==> config.mk <==
export PLATFORM = sky130hd
export DESIGN_NAME = testbasic0_reader
export DESIGN_NICKNAME = d
export VERILOG_FILES = /design/src/rtl/testbasic0_reader_pkg.sv /design/src/rtl/testbasic0_reader_fifo.sv /design/src/rtl/testbasic0_reader.sv
export SDC_FILE = /design/constraint.sdc
export NUM_CORES = 1
export LEC_CHECK = 0
export CAP_MARGIN = 20
export CORE_MARGIN = 2
export CORE_UTILIZATION = 62
export DETAILED_ROUTE_END_ITERATION = 8
export PLACE_DENSITY = 0.84
export SLEW_MARGIN = 0
export SYNTH_ARGS = -nofsm -noshare
export SYNTH_HDL_FRONTEND = slang
export SYNTH_SLANG_ARGS = --single-unit
==> constraint.sdc <==
create_clock -name clk -period 6.1 [get_ports clk]
set_input_delay 1.22 -clock clk [delete_from_list [all_inputs] [get_ports clk]]
set_output_delay 1.22 -clock clk [all_outputs]
set_load 0.005 [all_outputs]
==> src/rtl/testbasic0_reader_pkg.sv <==
// rtl/testbasic0_reader_pkg.sv - shared section encoding and parameter defaults for testbasic0_reader
package testbasic0_reader_types;

   typedef enum logic [1:0] {
      SEC_IDLE = 2'd0,
      SEC_BUSY = 2'd1,
      SEC_FULL = 2'd2
   } Sections;

   localparam int DEFAULT_DATA_W = 32;
   localparam int DEFAULT_DEPTH  = 4;

endpackage

==> src/rtl/testbasic0_reader_fifo.sv <==
// rtl/testbasic0_reader_fifo.sv - storage, pointers and occupancy for the reader FIFO
// Exposes next-cycle occupancy and next head word so the top can register its outputs.
module testbasic0_reader_fifo
   import testbasic0_reader_types::*;
#(
   parameter int DATA_W = DEFAULT_DATA_W,
   parameter int DEPTH  = DEFAULT_DEPTH,
   localparam int PTR_W = $clog2(DEPTH),
   localparam int OCC_W = PTR_W + 1
) (
   input  logic              clk,
   input  logic              rst,
   input  logic              push,
   input  logic              pop,
   input  logic [DATA_W-1:0] din,
   output logic [OCC_W-1:0]  occ_next,
   output logic [DATA_W-1:0] head_next
);

   logic [DATA_W-1:0] mem [DEPTH];
   logic [PTR_W-1:0]  rd_ptr;
   logic [PTR_W-1:0]  wr_ptr;
   logic [PTR_W-1:0]  rd_ptr_next;
   logic [PTR_W-1:0]  wr_ptr_next;
   logic [OCC_W-1:0]  occ;

   always_comb begin
      rd_ptr_next = pop  ? rd_ptr + PTR_W'(1) : rd_ptr;
      wr_ptr_next = push ? wr_ptr + PTR_W'(1) : wr_ptr;
      case ({push, pop})
         2'b10:   occ_next = occ + OCC_W'(1);
         2'b01:   occ_next = occ - OCC_W'(1);
         default: occ_next = occ;
      endcase
      // The word being written this cycle may already be the next head.
      if (push && (wr_ptr == rd_ptr_next))
         head_next = din;
      else
         head_next = mem[rd_ptr_next];
   end

   always_ff @(posedge clk or negedge rst) begin
      if (!rst) begin
         for (int i = 0; i < DEPTH; i++)
            mem[i] <= '0;
         rd_ptr <= '0;
         wr_ptr <= '0;
         occ    <= '0;
      end else begin
         if (push)
            mem[wr_ptr] <= din;
         rd_ptr <= rd_ptr_next;
         wr_ptr <= wr_ptr_next;
         occ    <= occ_next;
      end
   end

endmodule

==> src/rtl/testbasic0_reader.sv <==
// rtl/testbasic0_reader.sv - elastic reader stage for the blocking sync/notify port protocol
// Optional running sum output enabled by TESTBASIC0_READER_SUM_EN.
module testbasic0_reader
   import testbasic0_reader_types::*;
#(
   parameter int DATA_W = DEFAULT_DATA_W,
   parameter int DEPTH  = DEFAULT_DEPTH
) (
   input  logic              clk,
   input  logic              rst,
   input  logic [DATA_W-1:0] b_in,
   input  logic              b_in_sync,
   output logic              b_in_notify,
   output logic [DATA_W-1:0] c_out,
   input  logic              c_out_sync,
   output logic              c_out_notify,
   output logic [31:0]       rd_count
`ifdef TESTBASIC0_READER_SUM_EN
   ,
   output logic [DATA_W-1:0] sum_out
`endif
);

   localparam int OCC_W = $clog2(DEPTH) + 1;
   localparam logic [OCC_W-1:0] FULL_OCC = OCC_W'(DEPTH);

   Sections           section_signal;
   Sections           nextsection_signal;
   logic              push;
   logic              pop;
   logic [OCC_W-1:0]  occ_next;
   logic [DATA_W-1:0] head_next;

   // Notifies decode straight from the section register, so they stay registered.
   assign b_in_notify  = (section_signal != SEC_FULL);
   assign c_out_notify = (section_signal != SEC_IDLE);
   assign push         = b_in_notify && b_in_sync;
   assign pop          = c_out_notify && c_out_sync;

   testbasic0_reader_fifo #(
      .DATA_W (DATA_W),
      .DEPTH  (DEPTH)
   ) u_fifo (
      .clk       (clk),
      .rst       (rst),
      .push      (push),
      .pop       (pop),
      .din       (b_in),
      .occ_next  (occ_next),
      .head_next (head_next)
   );

   always_ff @(posedge clk or negedge rst) begin
      if (!rst)
         section_signal <= SEC_IDLE;
      else
         section_signal <= nextsection_signal;
   end

   always_comb begin
      nextsection_signal = SEC_BUSY;
      if (occ_next == '0)
         nextsection_signal = SEC_IDLE;
      else if (occ_next == FULL_OCC)
         nextsection_signal = SEC_FULL;
   end

   always_ff @(posedge clk or negedge rst) begin
      if (!rst) begin
         c_out    <= '0;
         rd_count <= '0;
      end else begin
         c_out <= head_next;
         if (push)
            rd_count <= rd_count + 32'd1;
      end
   end

`ifdef TESTBASIC0_READER_SUM_EN
   always_ff @(posedge clk or negedge rst) begin
      if (!rst)
         sum_out <= '0;
      else if (push)
         sum_out <= sum_out + b_in;
   end
`endif

endmodule

==> impl_metrics.json, run 1 <==
{
  "ys.flop_type": "dfrtp_1",
  "tns_ps": 0,
  "start_util_pct": 62.9,
  "avgViaCountPerCell": 6.15,
  "clkSinkCount": 201,
  "rrSetupSlack_ps": 3290,
  "synth_top_cell_area_share_pct": 50.9,
  "p_leak_nw": 5.19,
  "rsz0062_at_grt": "false",
  "place_congestion": 0.772,
  "syn_nets": 913,
  "final_hold_viol_count": 0,
  "synth_common_cells": "dfrtp_1 (201), nand2_1 (153), mux2_2 (122)",
  "min_period_ps": 3630,
  "drc": 0,
  "core_region_area_sq_um": 15700,
  "setup_violations": 0,
  "grt_util_all_layers_pct": 26.2,
  "final_nets": 987,
  "grt_overflow": 0,
  "vias": 7229,
  "synth-seq-cells": 201,
  "p_per_area_nw_per_um2": 554,
  "ys_types": 36,
  "start_kind": "primary input",
  "cts_buffers": 22,
  "critPathArrivalTime_ps": 4070,
  "ctsRootBufferMaster": "clkbuf_16",
  "first_global_vias": 7013,
  "clkLatencyLatePin_ps": 510,
  "crit_fanout": 85,
  "cap_violations": 0,
  "cts_tree": "yes",
  "synth.area.top_cells": "dfrtp_1 (51%), mux2_2 (14%), nand2_1 (5.8%), a21oi_1 (4.9%), mux2_4 (4.6%)",
  "yosys.area.top_type": "dfrtp_1",
  "ys_seq_area_share_pct": 50.9,
  "num_io_pins": 102,
  "dp_hpwl_microns": 12500,
  "synth_area_per_cell_sq_um": 11.4,
  "maxSlewViolCount": 0,
  "outcome": "finished clean",
  "dieHeight_microns": 130,
  "fmax_mhz": 276,
  "skew_ps": 20.2,
  "async_flop_share_pct": 100,
  "htree_levels": 1,
  "wl_per_cell_microns": 18.5,
  "postPlaceCellArea_sq_um": 10900,
  "period_share_pct": 59.5,
  "drt_first_pass_iters": 5,
  "clk_pin_slew_worst_paths_ps": 60,
  "portBuffers": 101,
  "drive_gt1_share_pct": 22.1,
  "dieArea_sq_um": 17000,
  "final_cell_area_sq_um": 11700,
  "antenna_found_initial": 0,
  "drt_iter0_drc": 496,
  "tightest_slew_ps": 1030,
  "synth_cells": 870,
  "routed_wl_microns": 21700,
  "min_path_type": "register to register",
  "ir_drop_v": 0.000473,
  "cts_buffer_depth": 3,
  "synth_warnings": 0,
  "nFillCells": 1010,
  "rows": 46,
  "synth_most_common_cell": "dfrtp_1",
  "ant_nets": 0,
  "num_antenna_cells": 0,
  "grt_first_pass_wirelength_microns": 35200,
  "syn2layout_area_growth_pct": 18.9,
  "cts_resized": 0,
  "critical_path_required_ps": 6540,
  "worstSetupEndpointType": "register",
  "synth_area_sq_um": 9880,
  "die_w_microns": 130,
  "postCtsSetupBuffers": 0,
  "multi_input_area_sq_um": 4560,
  "path_class": "primary input to register",
  "ff_latch_area_sq_um": 5030,
  "hold_buffers": 0,
  "grt_max_degree": 109,
  "synth-edff-count": 0,
  "relSlewSlack_pct": 30.8
}
==> registers in the layout, indices dropped and copies added, names as in the netlist, named ones only <==
register,cells
u_fifo.mem,128
section_signal,2
u_fifo.wr_ptr,2
c_out,32
u_fifo.rd_ptr,2
u_fifo.occ,2
rd_count,32
==> kinds of logic (layout without fill, tap and decap cells) <==
group / count (synthesis) / after routing / synth area share (%)
simple gates: 202 / 202 / 8.75
flops: 201 / 201 / 50.9
compound gates: 196 / 196 / 13.3
mux: 161 / 161 / 19.5
buf+inv: 65 / 154 / 3.22
xor+xnor: 38 / 38 / 3.37
fa+ha+maj: 7 / 7 / 0.963
==> per-layer routing <==
| layer | vias to the layer above | share of wire [%] | track usage, % |
|---|---|---|---|
| met4 | 0 | 3.0 | 9.30 |
| li1 | 3267 | - | - |
| met2 | 261 | 49 | 43.8 |
| met1 | 3644 | 42 | 35.6 |
| met3 | 57 | 5.8 | 3.69 |
| met5 | - | 0 | 0 |
==> worst max-delay path, stage by stage <==
cell	delay, ps
clkdlybuf4s50_1	500
o21ai_4	110
buf_12	190
inv_4	350
buf_4	750
a21oi_1	150
a22o_1	270
a311oi_1	280
mux2_4	210
==> worst paths after layout <==
check                                   from             end  depth (start not counted)
max in group asynchronous                rst   u_fifo.mem[9]                          2
max                               c_out_sync        c_out[9]                          9
min reg2reg                         register        register                          1
max reg2reg                section_signal[1]        c_out[9]                          8
min in group asynchronous                rst  u_fifo.mem[33]                          1
min                                 register        register                          1
==> cell type report <==
| cell class | count | share of cell area [%] |
|---|---|---|
| timing repair buffer | 108 | 9.19 |
| inverter | 7 | 0.245 |
| multi-input combinational | 604 | 38.8 |
| tap | 216 | 2.30 |
| sequential | 201 | 42.8 |
| clock buffer | 33 | 5.89 |
| clock inverter | 6 | 0.778 |
==> power by group <==
group	leakage, nW	internal (W)	switching [W]	total, W
combinational	2.37	0.00153	0.00117	0.00270
sequential	2.43	0.00195	0.000456	0.00241
clock	0.391	0.000866	0.000525	0.00139
==> placed cells by master, fill, tap and decap left out, types with 13 or more instances in the layout <==
| cell type | Yosys | routed |
|---|---|---|
| dfrtp_1 | 201 | 201 |
| nand2_1 | 153 | 149 |
| mux2_2 | 122 | 122 |
| clkdlybuf4s50_1 | 0 | 100 |
| a21oi_1 | 96 | 96 |
| xnor2_1 | 34 | 34 |
| a21o_1 | 33 | 32 |
| a22o_1 | 32 | 32 |
| a311oi_1 | 32 | 32 |
| mux2_4 | 30 | 30 |
| clkbuf_16 | 0 | 22 |
| nand3_1 | 13 | 13 |
==> metrics by stage <==
step	worst slack [ps]	power (W)	util, %	instances	hold WS (ps)
after global placement	1920	0.00495	69.7	1135	444
after CTS	2340	0.00650	74.6	1174	465
final	2470	0.00650	74.8	1175	459
after floorplan	3050	0.00430	-	870	431
after detailed placement	1850	0.00508	69.7	1135	457
after global routing	2280	0.00689	74.8	1175	471
(Power assumes the default switching activity.)
==> run 2: changes to the inputs <==
CORE_UTILIZATION = 52   (was 62)
PLACE_DENSITY = 0.75   (was 0.84)
clock period = 3.3 ns   (was 6.1 ns; I/O delays follow)
==> impl_metrics.json, run 2 (synthesis gave the netlist of run 1 again) <==
{
  "seq_power_share_pct": 37.2,
  "num_io_pins": 102,
  "pwr-share-comb_pct": 42.6,
  "grt_first_pass_wirelength_microns": 35800,
  "whs_ps": 196,
  "clk_pin_slew_worst_paths_ps": 60,
  "die_w_microns": 142,
  "cts_resized": 0,
  "reg_top3": "u_fifo.mem x128, c_out x32, rd_count x32",
  "p_per_area_nw_per_um2": 1000,
  "critPathArrivalTime_ps": 2830,
  "rrSetupSlack_ps": 1010,
  "syn2layout_area_growth_pct": 20.1,
  "antenna_found_initial": 0,
  "final_cells": 1209,
  "portBuffers": 101,
  "tns_ps": 0,
  "wl_met2_microns": 10800,
  "nFillCells": 1475,
  "outcome": "finished clean",
  "tightest_slew_ps": 905,
  "ctsRootBufferMaster": "clkbuf_16",
  "start_util_pct": 53.0,
  "clkLatencyLatePin_ps": 510,
  "internal_power_w": 0.00793,
  "grt_max_degree": 91,
  "drc": 0,
  "layout_common_cells": "dfrtp_1 (201), nand2_1 (148), mux2_2 (122), clkdlybuf4s50_1 (100), a21oi_1 (96)",
  "p_total_w": 0.0119,
  "skew_ps": 19.5,
  "ir_drop_v": 0.000549,
  "clkSinkCount": 201,
  "wl_met1_microns": 9710,
  "cts_tree": "yes",
  "rsz0062_at_grt": "false",
  "setup_violations": 0,
  "dieArea_sq_um": 20100,
  "place_congestion": 0.764,
  "dp.cells": 1167,
  "vias": 7069,
  "wl_per_cell_microns": 18.2,
  "dp_hpwl_microns": 13200,
  "drt_iter0_drc": 424,
  "grt_util_all_layers_pct": 22.0,
  "met3_length_microns": 1060,
  "relSlewSlack_pct": 39.7,
  "start_kind": "primary input",
  "path_class": "primary input to register",
  "worstSetupEndpointType": "register",
  "avgViaCountPerCell": 5.85,
  "postCtsSetupBuffers": 0,
  "htree_levels": 1,
  "cts_buffer_depth": 3,
  "min_period_ps": 2390,
  "routed_wl_microns": 22000,
  "num_antenna_cells": 0,
  "ant_nets": 0,
  "largest_reg_flops": 128,
  "grt_overflow": 0,
  "p_leak_nw": 5.26,
  "drive_gt1_share_pct": 23.2,
  "final_hold_viol_count": 0,
  "maxSlewViolCount": 0,
  "min_path_type": "primary input to asynchronous set/reset pin",
  "crit_fanout": 24,
  "drt_first_pass_iters": 5,
  "hold_buffers": 0,
  "core_region_area_sq_um": 18600,
  "fin_util_pct": 63.7,
  "critical_path_required_ps": 3730,
  "power_frac_clock_pct": 20.2,
  "top_layer": "met4",
  "fmax_mhz": 418,
  "final_nets": 1001,
  "first_global_vias": 7059,
  "cp-startpoint": "c_out_sync",
  "cts_buffers": 23,
  "reg2reg_from": "section_signal[0]",
  "period_share_pct": 72.5,
  "dieHeight_microns": 142,
  "rows": 50,
  "cap_violations": 0,
  "p_sw_w": 0.00398,
  "mostFrequentLayoutCell": "dfrtp_1",
  "switching_share_pct": 33.4,
  "top_register": "u_fifo.mem"
}
## run 2: per-stage QoR
step / instance area [sq um] / worst slack [ps]
after floorplan: 9880 / 813
after global placement: 11100 / 506
after detailed placement: 11100 / 430
after CTS: 11900 / 921
after global routing: 11900 / 801
final: 11900 / 908
## run 2: power groups by stage
stage                     sequential, W  clock (W)  combinational [W]
after global placement          0.00441          0            0.00492
after global routing            0.00456    0.00257            0.00554
after floorplan                 0.00422          0            0.00373
after CTS                       0.00441    0.00245            0.00511
final                           0.00443    0.00240            0.00508
after detailed placement        0.00444          0            0.00507
## run 2: path summary, 6_finish.rpt
path | endpoint | depth (start not counted)
worst max register to register | section_signal[1] | 9
min in group clk | register | 1
worst min-delay path | rd_count[15] | 1
worst max-delay path | section_signal[1] | 9
max in group asynchronous | u_fifo.mem[113] | 2
worst min register to register | register | 1
## run 2: layout make-up
cell class / count / area (sq um) / area share [%]
inverter: 7 / 28.8 / 0.242
multi-input combinational: 604 / 4560 / 38.4
clock inverter: 10 / 60.1 / 0.506
clock buffer: 32 / 659 / 5.56
sequential: 201 / 5030 / 42.4
timing repair buffer: 121 / 1240 / 10.4
tap: 234 / 293 / 2.47
## run 2: metal layers
layer,track usage (%),vias to the layer above
met5,0,-
met1,29.1,3580
li1,-,3279
met3,3.24,33
met4,5.26,0
met2,38.6,177
## run 2: critical path: stages
cell             delay (ps)
clkdlybuf4s50_1         520
o21ai_4                 120
inv_4                   220
ha_1                    230
inv_1                    70
fa_1                    490
mux2i_1                  80
or2_2                   310
nor2b_1                 110
